`config.mk`:
```
export PLATFORM = sky130hd
export DESIGN_NAME = xpmwrap_sdpram_stream_reader
export DESIGN_NICKNAME = d
export VERILOG_FILES = /design/src/rtl/xpmwrap_sdpram_stream_reader.sv
export SDC_FILE = /design/constraint.sdc
export NUM_CORES = 1
export LEC_CHECK = 0
export ABC_AREA = 0
export CAP_MARGIN = 30
export CORE_ASPECT_RATIO = 1.2
export CORE_MARGIN = 2
export CORE_UTILIZATION = 48
export DETAILED_ROUTE_END_ITERATION = 10
export PLACE_DENSITY = 0.77
export SYNTH_ARGS = -nofsm -noshare
export SYNTH_HDL_FRONTEND = slang
export SYNTH_SLANG_ARGS = --single-unit
```
`constraint.sdc`:
```
create_clock -name clk -period 2.2 [get_ports clk]
set_input_delay 0.55 -clock clk [delete_from_list [all_inputs] [get_ports clk]]
set_output_delay 0.55 -clock clk [all_outputs]
set_load 0.03 [all_outputs]
```
`src/rtl/xpmwrap_sdpram_stream_reader.sv`:
```
// Purpose: streams bursts of words from the read port of a 2-cycle-latency simple dual-port RAM onto a valid/ready stream.
// Latency: first beat 3 cycles after the command handshake, then one word per cycle while m_tready is high.
// Backpressure: m_tready low stalls the stream; reads are throttled so buffered plus in-flight words never exceed FIFO_DEPTH.
module xpmwrap_sdpram_stream_reader #(
    parameter int ADDR_WIDTH = 6,
    parameter int DATA_WIDTH = 32,
    parameter int FIFO_DEPTH = 4
) (
    input  logic                  clk,
    input  logic                  rstn,
    input  logic                  cmd_valid,
    output logic                  cmd_ready,
    input  logic [ADDR_WIDTH-1:0] cmd_addr,
    input  logic [ADDR_WIDTH-1:0] cmd_len,
    output logic [ADDR_WIDTH-1:0] ram_addrb,
    output logic                  ram_enb,
    output logic                  ram_regceb,
    output logic                  ram_rstb,
    input  logic [DATA_WIDTH-1:0] ram_doutb,
    output logic [DATA_WIDTH-1:0] m_tdata,
    output logic                  m_tvalid,
    input  logic                  m_tready,
    output logic                  m_tlast,
    output logic                  busy
);

    localparam int PTR_W = $clog2(FIFO_DEPTH);
    localparam int CNT_W = PTR_W + 1;
    localparam int OCC_W = CNT_W + 1;

    typedef enum logic [1:0] {
        IDLE  = 2'd0,
        ISSUE = 2'd1,
        DRAIN = 2'd2
    } state_t;

    state_t state, state_nxt;

    logic [ADDR_WIDTH-1:0] addr;
    logic [ADDR_WIDTH-1:0] remaining;

    // Read-tracking pipeline: stage 2 lines up with data on ram_doutb.
    logic p1_vld, p1_last;
    logic p2_vld, p2_last;

    // Output buffer: each entry carries {last, data}.
    logic [DATA_WIDTH:0]   fifo_mem [FIFO_DEPTH];
    logic [PTR_W-1:0]      wr_ptr;
    logic [PTR_W-1:0]      rd_ptr;
    logic [CNT_W-1:0]      fifo_count;
    logic [OCC_W-1:0]      occupancy;

    logic accept;
    logic issue;
    logic push;
    logic pop;
    logic credit_ok;
    logic fifo_empty;
    logic fifo_full;
    logic head_last;

    // Words already buffered plus reads still travelling through the RAM.
    assign occupancy  = OCC_W'(fifo_count) + OCC_W'(p1_vld) + OCC_W'(p2_vld);
    assign credit_ok  = occupancy < OCC_W'(FIFO_DEPTH);
    assign fifo_empty = (fifo_count == '0);
    assign fifo_full  = (fifo_count == CNT_W'(FIFO_DEPTH));
    assign head_last  = fifo_mem[rd_ptr][DATA_WIDTH];
    assign push       = p2_vld;
    assign pop        = m_tvalid && m_tready;

    // Outputs are forced quiet while rstn is low so nothing stale leaks during reset.
    assign cmd_ready  = rstn && (state == IDLE);
    assign busy       = rstn && (state != IDLE);
    assign ram_enb    = rstn && issue;
    assign ram_addrb  = rstn ? addr : '0;
    assign ram_regceb = 1'b1;
    assign ram_rstb   = ~rstn;
    assign m_tvalid   = rstn && !fifo_empty;
    assign m_tdata    = fifo_mem[rd_ptr][DATA_WIDTH-1:0];
    assign m_tlast    = m_tvalid && head_last;

    // State register.
    always_ff @(posedge clk) begin
        if (!rstn) begin
            state <= IDLE;
        end else begin
            state <= state_nxt;
        end
    end

    // Next-state logic: accept in IDLE, issue reads under credit, wait for the last beat to leave.
    always_comb begin
        state_nxt = state;
        accept    = 1'b0;
        issue     = 1'b0;
        case (state)
            IDLE: begin
                if (cmd_valid) begin
                    accept    = 1'b1;
                    state_nxt = ISSUE;
                end
            end
            ISSUE: begin
                if (credit_ok) begin
                    issue = 1'b1;
                    if (remaining == '0) begin
                        state_nxt = DRAIN;
                    end
                end
            end
            DRAIN: begin
                if (pop && head_last) begin
                    state_nxt = IDLE;
                end
            end
            default: state_nxt = IDLE;
        endcase
    end

    // Address/count registers and the read-tracking pipeline.
    always_ff @(posedge clk) begin
        if (!rstn) begin
            addr      <= '0;
            remaining <= '0;
            p1_vld    <= 1'b0;
            p1_last   <= 1'b0;
            p2_vld    <= 1'b0;
            p2_last   <= 1'b0;
        end else begin
            if (accept) begin
                addr      <= cmd_addr;
                remaining <= cmd_len;
            end else if (issue) begin
                addr      <= addr + ADDR_WIDTH'(1);
                remaining <= remaining - ADDR_WIDTH'(1);
            end
            p1_vld  <= issue;
            p1_last <= issue && (remaining == '0);
            p2_vld  <= p1_vld;
            p2_last <= p1_last;
        end
    end

    // Buffer storage; contents need no reset because validity lives in the count.
    always_ff @(posedge clk) begin
        if (push) begin
            fifo_mem[wr_ptr] <= {p2_last, ram_doutb};
        end
    end

    // Buffer pointers and occupancy; push and pop together leave the count unchanged.
    always_ff @(posedge clk) begin
        if (!rstn) begin
            wr_ptr     <= '0;
            rd_ptr     <= '0;
            fifo_count <= '0;
        end else begin
            if (push) begin
                wr_ptr <= wr_ptr + PTR_W'(1);
            end
            if (pop) begin
                rd_ptr <= rd_ptr + PTR_W'(1);
            end
            case ({push, pop})
                2'b10:   fifo_count <= fifo_count + CNT_W'(1);
                2'b01:   fifo_count <= fifo_count - CNT_W'(1);
                default: fifo_count <= fifo_count;
            endcase
        end
    end

`ifndef SYNTHESIS
    // A push into a full buffer means the read credit accounting is broken.
    always_ff @(posedge clk) begin
        if (rstn) begin
            assert (!(push && fifo_full)) else $error("stream reader buffer overflow");
        end
    end
`endif

endmodule

```
# After elaboration in Yosys (flattened, before gate mapping)
# Memories as Yosys holds them, arrays and structs flattened. A register that Yosys moved wholly into a read port is not among the register bits.
# Cells that the tools add are included.
[word_totals] output_inout_bits=45 register_bits=25 word_cells=64 in_bits=48 mem_count=1 latchBits=0 mem_bits_rw=132 mem_bits_ro=0
[classes] addsub=8 mux=19 order_cmp=1 bitwise_logic=1 reduce_logical=16 n_eq_ne=8 div_mod_pow=0 mul=0 shifts=0
[mem_list] memory="fifo_mem" depth=4 width=33 read_ports=1 rd_ports_with_merged_regs=1 wr=1 line_no="47" text="logic [DATA_WIDTH:0] fifo_mem [FIFO_DEPTH];"
[op_table] cell="two-way mux 6 bit" n=5
[op_table] cell="two-way mux 2 bit" n=6
[op_table] cell="logical AND 1 bit" n=8
[op_table] cell="!= test 2 bit, second input constant" n=4
[op_table] cell="adder 6 x 1 -> 6 bit, second input constant" n=1
[op_table] cell="zero test 6 bit" n=1
[op_table] cell="two-way mux 1 bit" n=6
[op_table] cell="one-hot mux 2 bit (3 select lines)" n=1
[op_table] cell="one-hot mux 3 bit (2 select lines)" n=1
[op_table] cell="nonzero test 2 bit" n=3
[op_table] cell="subtractor 6 x 1 -> 6 bit, second input constant" n=1
[op_table] cell="adder 2 x 1 -> 2 bit, second input constant" n=2
[op_table] cell="adder 3 x 1 -> 4 bit" n=1
[op_table] cell="adder 4 x 1 -> 4 bit" n=1
[op_table] cell="equality test 2 x 1 -> 1 bit, second input constant" n=2
[op_table] cell="equality test 2 bit, second input constant" n=2
[op_table] cell="< comparator 4 x 3 -> 1 bit, second input constant" n=1
[op_table] cell="AND reduction 4 bit" n=1
[op_table] cell="adder 3 x 1 -> 3 bit, second input constant" n=1
[op_table] cell="zero test 3 bit" n=1
[op_table] cell="subtractor 3 x 1 -> 3 bit, second input constant" n=1
[op_table] cell="zero test 2 bit" n=1
[op_table] cell="zero test 1 bit" n=1
[op_table] cell="inverter 1 bit" n=1

# Longest topological paths before layout
[logic_depth] word_depth=7 mapped_depth=10 ltp_nobuf=8

# Worst setup path before layout
# Ideal clock, no wire load.
[synth_timing] path_kind="input port to flip-flop" startpoint="input port rstn" endpoint="register fifo_count[2]" path_buffers=1 arrival_time_ns=2.379 setup_slack_ns=-0.248 path_stages=9 path_cell_list="o31a_1 -> and2_0 -> clkbuf_1 -> ha_1 -> inv_1 -> fa_1 -> xor2_1 -> or3_1 -> a21oi_1"
[synth_via] elab_chain_len=4
[synth_lines] element="start, declared" line_no="10" text="input logic rstn,"
[synth_lines] element="logical AND 1 bit *" line_no="78" text="assign m_tvalid = rstn && !fifo_empty;"
[synth_lines] element="logical AND 1 bit *" line_no="69" text="assign pop = m_tvalid && m_tready;"
[synth_lines] element="via pop" line_no="56" text="logic pop;"
[synth_lines] element="equality test 2 x 1 -> 1 bit / equality test 2 bit (equally long branches)" line_no="164" text="case ({push, pop})"
[synth_lines] element="one-hot mux 3 bit (2 select lines) / nonzero test 2 bit (equally long branches)"
[synth_lines] element="end signal, assigned" line_no="165" text="2'b10: fifo_count <= fifo_count + CNT_W'(1);"
[synth_lines] element="end signal, assigned" line_no="166" text="2'b01: fifo_count <= fifo_count - CNT_W'(1);"
[synth_lines] element="end signal, assigned" line_no="167" text="default: fifo_count <= fifo_count;"
[synth_lines] element="end, declared" line_no="50" text="logic [CNT_W-1:0] fifo_count;"
# Mark *: on every way through the listed nets, which the timed path passes. The rest lies on a longest branch.
# A chain may end at the register's enable or synchronous reset.

==> impl_metrics.csv <==
group,metric,value,unit
pwr,p_per_area,866,nW/um2
layout,syn_to_final_growth,34.8,%
timing,fin_ws,-0.176,ns
layout,final_cell_mix,"132 x edfxtp_1, 46 x clkdlybuf4s50_1, 34 x buf_4",
yosys,yosysWarnings,0,
floorplanning,core.rowCount,45,
cts,postCtsHoldBufs,0,
run_status,violations,"setup timing",
pwr,leakage,0.00287,uW
floorplanning,core,12700,um2
timing,drv_slew,0,
yosys,synth_compound_area_share,4.72,%
setup_path,regToRegEndpoint,"fifo_count[2]",
layout,num_antenna_cells,0,
global_routing,antenna_found_initial,0,
place,gp_congestion,0.801,
place,dpl.cell_count,596,
cts,cts_buffers,17,
yosys,syn_avg_cell_area,18.6,um2
yosys,synth_top_area_cell,"edfxtp_1",
cts,cts_root_buffer,"clkbuf_16",
global_routing,grt_remaining_overflow,0,
layout,drive_gt1_share,36.0,%
setup_path,required,1.65,ns
floorplanning,die_area,13900,um2
setup_path,crit_fanout,4,
timing,skew,0.0115,ns
route,via_count,3422,
setup_path,r2r_cells,9,
floorplanning,io_pins,93,
yosys,synthCells,334,
setup_path,worstPathArrival,1.83,ns
timing,rsz0062_at_grt,"true",
yosys,synth_top_flop_cell,"edfxtp_1",
route,drc,0,
yosys,synth_top_area_share,63.9,%
cts,htreeDepth,4,
yosys,syn_area,6210,um2
setup_path,startpoint_type,"flip-flop",
floorplanning,initial_core_util,49.0,%
yosys,synth_edf_count,132,
layout,instances_no_fill,642,
timing,hold_ws,0.453,ns
floorplanning,die_w,108,um
global_routing,grt_usage,18.4,%
yosys,ys_async_sr_fraction,0,%
global_routing,grt_max_degree,34,
yosys,synthAdderAreaFrac,2.14,%
route,wl,11.8,mm
setup_path,endpoint,"m_tlast",
setup_path,path_class,"flip-flop to output port",
cts,path_clk_slew,0.06,ns
yosys,muxShareOfSynthArea,12.5,%
route,dr.pass1.iters,4,
yosys,synth.area.top_cells,"edfxtp_1 64%, mux4_2 12%, dfxtp_1 8.7%, ha_1 1.8%, and2_1 1.7%",
timing,setup_violations,30,
yosys,synth_simple_gate_area_share,4.74,%
cts,clock_latency,0.41,ns
setup_path,rrSetupSlack,0.15,ns
cts,clock_path_buffers,2,
timing,hold_viol,0,
cts,tritoncts,"done",
timing,max_freq,0.421,GHz
route,drtIter0Drc,149,
route,wl_per_cell,18.4,um
job,drv_cap,0,
global_routing,grt_pass1_wl,18.7,mm
yosys,synthesis.nets,392,
yosys,ys_seq_area_share,72.6,%
layout,final_common_cell,"edfxtp_1",
place,dp_hpwl,7.27,mm
cts,cts.sinks,159,
yosys,synth_top_family_by_area,"multiplexers",
place,port_buffers,91,
worst_hold_path,hp-class,"flip-flop to flip-flop",
layout,final_util,66.1,%
yosys,synthXorXnorAreaFrac,1.41,%
setup_path,end_kind,"output port",
pwr,ir_drop,0.000524,V
floorplanning,die_h,129,um
yosys,ys_seq_elements,159,
run_status,status,"finished, violations left",
layout,fillers,867,
global_routing,grt_pass1_vias,3615,
route,ant_nets,0,
yosys,synth_cell_types,43,
layout,fin_nets,523,
route,viasPerCell,5.33,
timing,period_share,108,%
setup_path,reg2reg_from,"fifo_count[2]",
timing,period_needed,2.38,ns
==> critical path: stages (launching register included) <==
cell	delay, ns
dfxtp_4	0.37
buf_6	0.11
buf_12	0.10
mux4_2	0.54
and2_4	0.17
buf_6	0.13
==> flip-flops by register name (all words and copies together) (netlist names), named ones only <==
name        cells
p1_vld          1
addr            6
state           2
wr_ptr          2
remaining       6
fifo_mem      132
rd_ptr          2
p2_vld          1
fifo_count      3
p1_last         1
p2_last         1
==> repair_timing <==
action                                  4_1_cts  5_1_grt
gates cloned                                  1        1
gates resized for setup                     159       16
endpoints found under the setup margin       38       34
buffers inserted                             10        4
pin swaps                                     5        1
==> where the power goes <==
part           switching, uW  leakage (uW)  internal, uW
clock network           1140      0.000306          2010
logic                    350       0.00115           359
registers               58.9       0.00141          3330
==> worst min path at each step <==
stage / start / to / slack, ns / depth (start not counted)
floorplan: p1_last / p2_last / 0.41 / 1
global placement: p1_last / p2_last / 0.43 / 1
detailed placement: p1_last / p2_last / 0.43 / 1
CTS: p1_last / p2_last / 0.45 / 1
global route: p1_last / p2_last / 0.47 / 1
finish: p1_last / p2_last / 0.45 / 1
==> cells in the mapped netlist (2+ instances only) <==
| library cell | count |
|---|---|
| a2111oi_2 | 2 |
| a211oi_1 | 8 |
| a21oi_1 | 9 |
| and2_1 | 17 |
| and3_1 | 3 |
| buf_2 | 4 |
| buf_4 | 2 |
| clkbuf_1 | 10 |
| dfxtp_1 | 27 |
| edfxtp_1 | 132 |
| ha_1 | 9 |
| inv_1 | 11 |
| mux2i_1 | 3 |
| mux4_2 | 33 |
| nand2_1 | 4 |
| nand3_1 | 3 |
| nor2_1 | 13 |
| nor3_1 | 3 |
| o21ai_0 | 8 |
| or3_1 | 2 |
| xnor2_1 | 8 |
| xor2_1 | 2 |
==> kinds of logic after synthesis <==
logic type      count (synthesis)
simple gates                   52
flops                         159
xor+xnor                       10
compound gates                 38
buf+inv                        28
mux                            36
fa+ha+maj                      10
other cells                     1
==> area by class of cell <==
cell class,count,area (um2),area share (%)
clock buffers,18,429,5.13
clock inverters,14,213,2.54
inverters,11,45.0,0.538
multi-input cells,147,1630,19.4
flip-flops and latches,159,4530,54.1
well taps,164,205,2.45
repair buffers,129,1320,15.8
==> metal layers <==
metal / up-vias / GRT usage, % / wire length [um]
met1: 1728 / 21.9 / 4960
met5: - / 0 / 0
met4: 0 / 7.01 / 223
met3: 17 / 5.22 / 518
met2: 100 / 31.7 / 6110
li1: 1577 / - / -
==> metrics by stage <==
stage	cell area, um2	setup TNS, ns	total power [uW]	setup slack [ns]
global placement	7480	-1.10	4090	-0.329
global route	8370	-4.59	7490	-0.237
finish	8370	-2.68	7250	-0.176
detailed placement	7480	-1.63	4110	-0.398
CTS	8290	-2.80	7280	-0.219
floorplan	6220	-0.113	3830	-0.113
No activity file was read; power rests on OpenSTA's default activity.
